==> config.mk <==
export PLATFORM = sky130hd
export DESIGN_NAME = proc_trace_buffer_flat
export DESIGN_NICKNAME = d
export VERILOG_FILES = /design/src/rtl/trace_pkg.sv /design/src/rtl/proc_trace_buffer_if.sv /design/src/rtl/trace_ram.sv /design/src/rtl/proc_trace_buffer.sv /design/src/flat_wrapper.sv
export SDC_FILE = /design/constraint.sdc
export NUM_CORES = 2
export LEC_CHECK = 0
export CORE_MARGIN = 5
export CORE_UTILIZATION = 65
export CTS_CLUSTER_DIAMETER = 80
export DETAILED_ROUTE_END_ITERATION = 7
export PLACE_DENSITY = 0.85
export SLEW_MARGIN = 20
export SYNTH_ARGS = -nofsm -noshare
export SYNTH_HDL_FRONTEND = slang
export SYNTH_HIERARCHICAL = 1
export SYNTH_SLANG_ARGS = --single-unit
==> constraint.sdc <==
create_clock -name Clk -period 21.4 [get_ports Clk]
set_input_delay 3.21 -clock Clk [delete_from_list [all_inputs] [get_ports Clk]]
set_output_delay 3.21 -clock Clk [all_outputs]
set_load 0.05 [all_outputs]
==> src/rtl/trace_pkg.sv <==
// Shared definitions for the processor trace buffer: capture-session states and pointer width helper.
package trace_pkg;

    typedef enum logic [1:0] {
        ST_IDLE  = 2'd0,
        ST_ARMED = 2'd1,
        ST_POST  = 2'd2,
        ST_READ  = 2'd3
    } trace_state_e;

    function automatic int ptr_w(input int depth);
        return $clog2(depth);
    endfunction

endpackage

==> src/rtl/proc_trace_buffer_if.sv <==
// Capture/readout bus of the trace buffer; Rd_Ts and TS_W exist only with TRACE_TIMESTAMP_EN defined.
interface proc_trace_buffer_if
    import trace_pkg::*;
#(
    parameter int DATA_W = 32,
    parameter int NUM_CH = 3,
    parameter int DEPTH  = 16
`ifdef TRACE_TIMESTAMP_EN
    ,
    parameter int TS_W   = 16
`endif
);

    logic                       Arm;
    logic                       Sample_Valid;
    logic [NUM_CH*DATA_W-1:0]   Sample_In;
    logic [DATA_W-1:0]          Trig_Match;
    logic [DATA_W-1:0]          Trig_Mask;
    logic [ptr_w(DEPTH)-1:0]    Post_Trig;
    logic                       Rd_Ready;
    logic                       Rd_Valid;
    logic [NUM_CH*DATA_W-1:0]   Rd_Data;
    logic                       Rd_Last;
    logic                       Busy;
    logic                       Wrapped;
`ifdef TRACE_TIMESTAMP_EN
    logic [TS_W-1:0]            Rd_Ts;
`endif

    modport master (
        output Arm, Sample_Valid, Sample_In, Trig_Match, Trig_Mask, Post_Trig, Rd_Ready,
`ifdef TRACE_TIMESTAMP_EN
        input  Rd_Ts,
`endif
        input  Rd_Valid, Rd_Data, Rd_Last, Busy, Wrapped
    );

    modport slave (
        input  Arm, Sample_Valid, Sample_In, Trig_Match, Trig_Mask, Post_Trig, Rd_Ready,
`ifdef TRACE_TIMESTAMP_EN
        output Rd_Ts,
`endif
        output Rd_Valid, Rd_Data, Rd_Last, Busy, Wrapped
    );

endinterface

==> src/rtl/trace_ram.sv <==
// Trace storage: one write port and one synchronous read port with read enable; contents never reset.
module trace_ram #(
    parameter int WIDTH = 96,
    parameter int DEPTH = 16,
    parameter int AW    = $clog2(DEPTH)
) (
    input  logic             Clk,
    input  logic             we_i,
    input  logic [AW-1:0]    waddr_i,
    input  logic [WIDTH-1:0] wdata_i,
    input  logic             re_i,
    input  logic [AW-1:0]    raddr_i,
    output logic [WIDTH-1:0] rdata_o
);

    logic [WIDTH-1:0] mem_q [DEPTH];
    logic [WIDTH-1:0] rdata_q;

    // The read register only moves on re_i, which is what holds Rd_Data during a stall.
    always_ff @(posedge Clk) begin
        if (we_i) begin
            mem_q[waddr_i] <= wdata_i;
        end
        if (re_i) begin
            rdata_q <= mem_q[raddr_i];
        end
    end

    assign rdata_o = rdata_q;

endmodule

==> src/rtl/proc_trace_buffer.sv <==
// Trigger-qualified circular capture of NUM_CH observation channels with oldest-first readout.
// Define TRACE_TIMESTAMP_EN to store a free-running cycle count with each entry and expose Rd_Ts.
module proc_trace_buffer
    import trace_pkg::*;
#(
    parameter int DATA_W = 32,
    parameter int NUM_CH = 3,
    parameter int DEPTH  = 16
`ifdef TRACE_TIMESTAMP_EN
    ,
    parameter int TS_W   = 16
`endif
) (
    input  logic               Clk,
    input  logic               Rst_n,
    proc_trace_buffer_if.slave bus
);

    localparam int PTR_W    = ptr_w(DEPTH);
    localparam int CNT_W    = PTR_W + 1;
    localparam int SAMPLE_W = NUM_CH * DATA_W;
`ifdef TRACE_TIMESTAMP_EN
    localparam int ENTRY_W  = SAMPLE_W + TS_W;
`else
    localparam int ENTRY_W  = SAMPLE_W;
`endif
    localparam logic [CNT_W-1:0] FULL = CNT_W'(DEPTH);

    trace_state_e     state_q,   state_d;
    logic [PTR_W-1:0] wr_ptr_q,  wr_ptr_d;
    logic [PTR_W-1:0] rd_ptr_q,  rd_ptr_d;
    logic [PTR_W-1:0] post_q,    post_d;
    logic [PTR_W-1:0] remain_q,  remain_d;
    logic [CNT_W-1:0] count_q,   count_d;
    logic [CNT_W-1:0] fetch_q,   fetch_d;
    logic [CNT_W-1:0] deliver_q, deliver_d;
    logic             wrapped_q, wrapped_d;
    logic             valid_q,   valid_d;
`ifdef TRACE_TIMESTAMP_EN
    logic [TS_W-1:0]  ts_q,      ts_d;
`endif

    logic               we;
    logic               re;
    logic               hit;
    logic               xfer;
    logic               last;
    logic [ENTRY_W-1:0] wdata;
    logic [ENTRY_W-1:0] rdata;

    assign hit  = (((bus.Sample_In[DATA_W-1:0] ^ bus.Trig_Match) & bus.Trig_Mask) == '0);
    assign xfer = valid_q & bus.Rd_Ready;
    assign last = valid_q && (deliver_q == CNT_W'(1));

`ifdef TRACE_TIMESTAMP_EN
    assign wdata = {ts_q, bus.Sample_In};
`else
    assign wdata = bus.Sample_In;
`endif

    trace_ram #(
        .WIDTH (ENTRY_W),
        .DEPTH (DEPTH)
    ) u_ram (
        .Clk     (Clk),
        .we_i    (we),
        .waddr_i (wr_ptr_q),
        .wdata_i (wdata),
        .re_i    (re),
        .raddr_i (rd_ptr_q),
        .rdata_o (rdata)
    );

    always_ff @(posedge Clk or negedge Rst_n) begin
        if (!Rst_n) begin
            state_q   <= ST_IDLE;
            wr_ptr_q  <= '0;
            rd_ptr_q  <= '0;
            post_q    <= '0;
            remain_q  <= '0;
            count_q   <= '0;
            fetch_q   <= '0;
            deliver_q <= '0;
            wrapped_q <= 1'b0;
            valid_q   <= 1'b0;
`ifdef TRACE_TIMESTAMP_EN
            ts_q      <= '0;
`endif
        end else begin
            state_q   <= state_d;
            wr_ptr_q  <= wr_ptr_d;
            rd_ptr_q  <= rd_ptr_d;
            post_q    <= post_d;
            remain_q  <= remain_d;
            count_q   <= count_d;
            fetch_q   <= fetch_d;
            deliver_q <= deliver_d;
            wrapped_q <= wrapped_d;
            valid_q   <= valid_d;
`ifdef TRACE_TIMESTAMP_EN
            ts_q      <= ts_d;
`endif
        end
    end

    // Post_Trig is PTR_W bits wide, so it can never exceed DEPTH-1 and the trigger entry survives.
    always_comb begin
        state_d   = state_q;
        wr_ptr_d  = wr_ptr_q;
        rd_ptr_d  = rd_ptr_q;
        post_d    = post_q;
        remain_d  = remain_q;
        count_d   = count_q;
        fetch_d   = fetch_q;
        deliver_d = deliver_q;
        wrapped_d = wrapped_q;
        valid_d   = valid_q;
        we        = 1'b0;
        re        = 1'b0;
`ifdef TRACE_TIMESTAMP_EN
        ts_d      = ts_q + 1'b1;
`endif

        case (state_q)
            ST_IDLE: begin
                if (bus.Arm) begin
                    post_d    = bus.Post_Trig;
                    wr_ptr_d  = '0;
                    count_d   = '0;
                    wrapped_d = 1'b0;
                    state_d   = ST_ARMED;
`ifdef TRACE_TIMESTAMP_EN
                    ts_d      = '0;
`endif
                end
            end

            ST_ARMED, ST_POST: begin
                if (bus.Sample_Valid) begin
                    we       = 1'b1;
                    wr_ptr_d = wr_ptr_q + 1'b1;
                    if (count_q == FULL) begin
                        wrapped_d = 1'b1;
                    end else begin
                        count_d = count_q + 1'b1;
                    end

                    if (state_q == ST_ARMED) begin
                        if (hit) begin
                            remain_d = post_q;
                            state_d  = (post_q == '0) ? ST_READ : ST_POST;
                        end
                    end else begin
                        remain_d = remain_q - 1'b1;
                        if (remain_q == PTR_W'(1)) begin
                            state_d = ST_READ;
                        end
                    end

                    // Oldest surviving entry sits count entries behind the post-write pointer.
                    if (state_d == ST_READ) begin
                        rd_ptr_d  = wr_ptr_d - PTR_W'(count_d);
                        fetch_d   = count_d;
                        deliver_d = count_d;
                    end
                end
            end

            ST_READ: begin
                // Prefetch whenever the output slot is empty or being emptied this cycle.
                re = (fetch_q != '0) && (!valid_q || xfer);
                if (re) begin
                    rd_ptr_d = rd_ptr_q + 1'b1;
                    fetch_d  = fetch_q - 1'b1;
                    valid_d  = 1'b1;
                end else if (xfer) begin
                    valid_d = 1'b0;
                end
                if (xfer) begin
                    deliver_d = deliver_q - 1'b1;
                    if (last) begin
                        valid_d = 1'b0;
                        state_d = ST_IDLE;
                    end
                end
            end

            default: state_d = ST_IDLE;
        endcase
    end

    assign bus.Rd_Valid = valid_q;
    assign bus.Rd_Data  = valid_q ? rdata[SAMPLE_W-1:0] : '0;
    assign bus.Rd_Last  = last;
    assign bus.Busy     = (state_q != ST_IDLE);
    assign bus.Wrapped  = wrapped_q;
`ifdef TRACE_TIMESTAMP_EN
    assign bus.Rd_Ts    = valid_q ? rdata[ENTRY_W-1:SAMPLE_W] : '0;
`endif

endmodule
==> src/flat_wrapper.sv <==
// flat-port wrapper written by rule: the top's interface ports become plain ports
module proc_trace_buffer_flat import trace_pkg::*;
#(
    parameter int DATA_W = 32,
    parameter int NUM_CH = 3,
    parameter int DEPTH  = 16

)
  (Clk, Rst_n, bus_Arm, bus_Sample_Valid, bus_Sample_In, bus_Trig_Match, bus_Trig_Mask, bus_Post_Trig, bus_Rd_Ready, bus_Rd_Valid, bus_Rd_Data, bus_Rd_Last, bus_Busy, bus_Wrapped);
  proc_trace_buffer_if #(.DATA_W(DATA_W), .NUM_CH(NUM_CH), .DEPTH(DEPTH)) bus_i ();
  input  logic Clk;
  input  logic Rst_n;
  input wire logic [$bits(bus_i.Arm)-1:0] bus_Arm;
  input wire logic [$bits(bus_i.Sample_Valid)-1:0] bus_Sample_Valid;
  input wire logic [$bits(bus_i.Sample_In)-1:0] bus_Sample_In;
  input wire logic [$bits(bus_i.Trig_Match)-1:0] bus_Trig_Match;
  input wire logic [$bits(bus_i.Trig_Mask)-1:0] bus_Trig_Mask;
  input wire logic [$bits(bus_i.Post_Trig)-1:0] bus_Post_Trig;
  input wire logic [$bits(bus_i.Rd_Ready)-1:0] bus_Rd_Ready;
  output wire logic [$bits(bus_i.Rd_Valid)-1:0] bus_Rd_Valid;
  output wire logic [$bits(bus_i.Rd_Data)-1:0] bus_Rd_Data;
  output wire logic [$bits(bus_i.Rd_Last)-1:0] bus_Rd_Last;
  output wire logic [$bits(bus_i.Busy)-1:0] bus_Busy;
  output wire logic [$bits(bus_i.Wrapped)-1:0] bus_Wrapped;
  assign bus_i.Arm = bus_Arm;
  assign bus_i.Sample_Valid = bus_Sample_Valid;
  assign bus_i.Sample_In = bus_Sample_In;
  assign bus_i.Trig_Match = bus_Trig_Match;
  assign bus_i.Trig_Mask = bus_Trig_Mask;
  assign bus_i.Post_Trig = bus_Post_Trig;
  assign bus_i.Rd_Ready = bus_Rd_Ready;
  assign bus_Rd_Valid = bus_i.Rd_Valid;
  assign bus_Rd_Data = bus_i.Rd_Data;
  assign bus_Rd_Last = bus_i.Rd_Last;
  assign bus_Busy = bus_i.Busy;
  assign bus_Wrapped = bus_i.Wrapped;
  proc_trace_buffer #(.DATA_W(DATA_W), .NUM_CH(NUM_CH), .DEPTH(DEPTH)) u_core (.Clk(Clk), .Rst_n(Rst_n), .bus(bus_i));
endmodule
# Word-level counts from Yosys, hierarchy flattened
# Memories as Yosys holds them, arrays and structs flattened. A register that Yosys moved wholly into a read port is not among the register bits.
# Cells that the tools add are included.
# W data, S select, Z words.
# word_totals
n_memories	1
elab_cells	101
reg_bits	35
out_inout_bits	100
in_bits	169
ramBits	1536
# memory_table
name	words	width	rd	rd_ports_with_merged_regs	wr	line	text
u_core.u_ram.mem_q	16	96	1	1	1	trace_ram.sv:16	logic [WIDTH-1:0] mem_q [DEPTH];
# classes
n_addsub	7
n_eq_ne	15
mux	46
reduce_logical	19
bitwise_logic	3
# ops
op	count
$mux W96	1
$mux W5	9
$and A32 B32 Y32	1
$logic_not A32 Y1	1
$xor A32 B32 Y32	1
$pmux W5 S2	3
$mux W4	7
$mux W2	9
$pmux W4 S2	2
$reduce_and A4 Y1	4
$mux W1	13
$ne A2 B1 Y1 const B	5
$sub A5 B1 Y5 const B	2
$add A4 B1 Y4 const B	2
$eq A2 B2 Y1 const B	3
$ne A2 B2 Y1 const B	3
$pmux W2 S3	1
$reduce_and A3 Y1	2
$reduce_bool A2 Y1	3
$add A5 B1 Y5 const B	1
$eq A5 B1 Y1 const B	1
$eq A5 B5 Y1 const B	1
$reduce_bool A5 Y1	1
$eq A4 B1 Y1 const B	1
other kinds (12)	13

# Longest topological paths before layout
# depth
depth_word	11
ltp_mapped	12

# Hierarchy
# Netlist, hierarchy kept.
# by_module_without_submodules
module	seq_area_each_um2	area_each_um2	instances	cells_each
trace_ram	49007.0	60319.1	1	2460
proc_trace_buffer	875.8	3290.7	1	403

# Least setup slack after synthesis
# Ideal clock, no wire load.
# synth_path
path_kind	input to register
from	input bus_Sample_Valid
to	memory u_core.u_ram.mem_q[0][0] (enable)
path_slack_ns	10.184
n_path_buf	1
cell_stages	4
required_ns	20.732
arrival_time_ns	10.548
cell_sequence	and2_1 > clkbuf_1 > or3b_2 > nor3_1
# synth_via
elab_chain_len	4
# synth_lines
element	line	text
start, declared	flat_wrapper.sv:14	input wire logic [$bits(bus_i.Sample_Valid)-1:0] bus_Sample_Valid;
$mux W1	proc_trace_buffer.sv:139	if (bus.Sample_Valid) begin
$mux W1	proc_trace_buffer.sv:124	case (state_q)
named net u_core.we	proc_trace_buffer.sv:43	logic we;
$mux W1	trace_ram.sv:21	if (we_i) begin
$mux W1 (implied by the code)	trace_ram.sv:22	mem_q[waddr_i] <= wdata_i;
end, declared	trace_ram.sv:16	
# The timed path passes the listed nets, and every way through them passes these cells.

# Final worst setup path
# layout_path
from	register u_core.valid_q, in the netlist u_core/bus.Rd_Valid
to	output bus_Rd_Last
# layout_via
elab_chain_len	1
# layout_lines
element	line	text
start, declared	proc_trace_buffer.sv:38	logic valid_q, valid_d;
start signal, assigned	proc_trace_buffer.sv:99	valid_q <= valid_d;
$logic_and A1 B1 Y1	proc_trace_buffer.sv:53	assign last = valid_q && (deliver_q == CNT_W'(1));
end, declared	flat_wrapper.sv:22	output wire logic [$bits(bus_i.Rd_Last)-1:0] bus_Rd_Last;
# Every way passes these cells.

==> run metrics <==
FMAX 144 MHz; number of setup buffers added after CTS 0; maxcap violations 0; top fanout value on the critical path 52; routed wire length per instance 37.0 um; final routed wirelength across all metal layers 171000 um; top routing layer in use met5; standby leakage power 0.0231 uW; synthesized instance count 2863; proportion of power drawn by combinational gates 0.264; DRC violations left 0; setup repair after global routing missed its margin false; Setup Crit Path Kind flip-flop to output pin; average cell area after synthesis 22.2 um^2; Critical Path Start Type flip-flop; element type at the critical path end output pin; Synth area leader edfxtp_1; number of cell instances on the worst register-to-register path 7; root buffer selected by CTS clkbuf_16; register area 49900 um^2; most frequent cells in the layout edfxtp_1 (1632), mux4_2 (384), clkdlybuf4s50_1 (268); Global Route Usage Sum 0.328; area grow syn2layout 14.5%; fraction of synthesized cell area in xor and xnor cells 0.00565; maximum number of pins on one net before global-route repair 124; leading post-synthesis cells by cell area edfxtp_1 (77%), mux4_2 (14%), a22oi_1 (2.5%); transition time of the tightest slew-check pin 1.20 ns; Levels on crit path 4; worst slack at placement 14.11 ns; Starting Density 0.657; relative slew slack 0.203; sequence of cells on the critical path buf_4, nand3_1, nor2_1, clkdlybuf4s50_1; Final Skew 0.0422 ns; Req. time, crit path 18.19 ns; number of top-level design ports 269; TritonCTS clock tree built; Hold Path Class flip-flop to flip-flop; floorplan core area 96900 um^2; slowest CP cell clkdlybuf4s50_1; Switching Share 0.309; number of global-route vias before repair 34600; Seq cells post-synth 1667; Vert. Die Dim 323 um; final critical-path setup slack 14.45 ns; clock edge transition at the registers on the reported setup and hold paths 0.06 ns; R2R Setup Slk 16.70 ns; die width 323 um; number of buffers on the longest clock path 3; arrival time of the worst setup path 3.74 ns; largest family of logic cells by synthesized area multiplexers; Psw 2840 uW; antenna-violating nets left 0; total internal power 6360 uW; number of vias per cell 7.18; cell family with the largest share of critical-path delay buffers and inverters; post-synthesis mux area share 0.138; power share of the sequential group 0.431; clock group share of total power 0.304; most common library cell in the layout ignoring fill and taps edfxtp_1; first drt pass iteration count 6; number of different library cells in the post-synthesis netlist 51; filler cell count 4645; WL met2 87400 um; met3 wire length 19000 um; fin nets 3386; first-pass GRT wire length 243000 um; number of clock buffers inserted by TritonCTS 158; Starting DRT DRC Count 5013; Syn Std Cell Area 63600 um^2; metal1 wirelength 54600 um; Sink Count 1667; count of pins over their slew limit 0; total via count after detailed routing 33100; outcome finished, final reports clean; simple-gate portion of the synthesized area 0.0241; Critical path destination bus_Rd_Last; fin crit period 6.95 ns; row count 114; adder-cell share of the synthesized area 0.00366; sequential share of the synthesized area 0.784; compound-gate portion of the synthesized area 0.0308; worst skew pair latency 0.80 ns; origin of the critical flop-to-flop path u_core/state_q[0]$_DFFE_PN0P_; Post-synth top flop edfxtp_1; number of synthesized flops with an enable pin 1632; Setup Viol. Count Final 0; WP buf/inv 2; CP Launch Point u_core/bus.Rd_Valid$_DFFE_PN0P_; final-layout setup total negative slack 0 ns; Worst R2R End u_core/u_ram/mem_q[9][34]$_DFFE_PP_; power density over cell area 126 nW/um^2; GRT Residual Overflow 0; share of the clock period used by the worst path 0.325; area taken by multi-input logic gates 13000 um^2; net count after synthesis 3050; count of port buffers added during placement 268; total of cells resized after clock tree synthesis 0; number of buffers inserted by hold repair at cts 0; delay contributed by the slowest stage of the critical path 0.87 ns; placer congestion estimate 0.773; Async SR Flop Fraction 0.0210; worst vdd ir 0.105 mV; HPWL Detailed 80300 um; number of antenna violations at the first check in global routing 23; yosys synthesis warning count 6; Yosys top cell area share 0.770; Final Hold Violating Endpoints 0; share of layout cells above drive strength 1 0.207; die area 104000 um^2; H-tree depth 4
==> Yosys cell counts, types with 3 or more instances <==
cell type,number
nand2_1,117
o21ai_0,22
o32a_1,3
xor2_1,39
ha_1,17
o31ai_1,3
mux2_2,5
mux2i_1,5
nand4_1,4
buf_2,16
a22oi_1,211
mux4_2,384
clkbuf_1,65
dfrtp_1,35
nand2b_1,3
buf_1,27
or3_1,5
edfxtp_1,1632
nand3_1,16
a21oi_1,12
buf_6,22
buf_4,19
a211oi_1,3
a21o_1,6
nor3_1,9
inv_1,19
and2_1,100
nor2_1,35
==> layer usage <==
metal	up-vias	GRT usage
li1	12700	-
met1	17000	0.419
met2	2857	0.548
met3	567	0.0691
met4	12	0.160
met5	-	0.00272
==> worst reg2reg max path: cells and delay by family (launching register included) <==
family / cells / cell delay, ns
fa+ha+maj: 1 / 0.40
buf+inv: 3 / 1.55
flops: 1 / 0.45
simple gates: 3 / 1.88
==> power groups by stage <==
stage / combinational [uW] / clock (uW) / sequential (uW)
after floorplan: 1710 / 0 / 3970
after global placement: 2240 / 0 / 4000
after detailed placement: 2320 / 0 / 4020
after CTS: 2410 / 2810 / 3960
after global routing: 2550 / 2970 / 3980
final: 2430 / 2800 / 3970
==> state kept, by name (all words and copies together) (netlist names) <==
register              count
u_core/state_q            2
u_core/count_q            5
u_core/wr_ptr_q           4
u_core/bus.Rd_Valid       1
u_core/rd_ptr_q           4
u_core/u_ram/rdata_o     96
u_core/u_ram/mem_q     1536
u_core/fetch_q            5
u_core/post_q             4
u_core/bus.Wrapped        1
u_core/remain_q           4
u_core/deliver_q          5
==> cells by family after synthesis <==
logic type | Yosys count
adders and majority gates | 18
and+or+nand+nor | 305
xor gates and xnor gates | 41
DFF | 1667
muxes | 394
AOI/OAI and AO/OA | 270
buffers and inverters | 168
==> how the worst min path moves through the flow <==
stage,to,slack [ns],from,depth (start not counted)
6_report,u_core/bus.Wrapped$_DFFE_PN0P_,0.50,u_core/bus.Wrapped$_DFFE_PN0P_,1
5_1_grt,u_core/bus.Wrapped$_DFFE_PN0P_,0.50,u_core/bus.Wrapped$_DFFE_PN0P_,1
4_1_cts,u_core/bus.Wrapped$_DFFE_PN0P_,0.50,u_core/bus.Wrapped$_DFFE_PN0P_,1
3_5_place_dp,u_core/deliver_q[1]$_DFFE_PN0P_,0.49,u_core/deliver_q[1]$_DFFE_PN0P_,1
3_3_place_gp,u_core/fetch_q[1]$_DFFE_PN0P_,0.48,u_core/fetch_q[1]$_DFFE_PN0P_,1
2_1_floorplan,u_core/fetch_q[1]$_DFFE_PN0P_,0.47,u_core/fetch_q[1]$_DFFE_PN0P_,1
==> metrics by stage <==
step | hold slack (ns) | utilization | instances | total power [uW] | area (um^2)
2_1_floorplan | 0.465 | - | 2863 | 5680 | 63600
3_3_place_gp | 0.481 | 0.699 | 4312 | 6240 | 67700
3_5_place_dp | 0.486 | 0.699 | 4312 | 6340 | 67700
4_1_cts | 0.499 | 0.751 | 4597 | 9180 | 72700
5_1_grt | 0.504 | 0.752 | 4611 | 9500 | 72800
6_report | 0.499 | 0.752 | 4617 | 9200 | 72800
==> layout make-up <==
cell class,instances,share of cell area
Antenna cell,17,0.000584
Tap cell,1276,0.0219
Inverter,19,0.000979
Timing Repair Buffer,325,0.0439
Clock buffer,197,0.0566
Multi-Input combinational cell,1028,0.178
Sequential cell,1667,0.685
Clock inverter,88,0.0129
No activity file was read; power rests on OpenSTA's default activity.
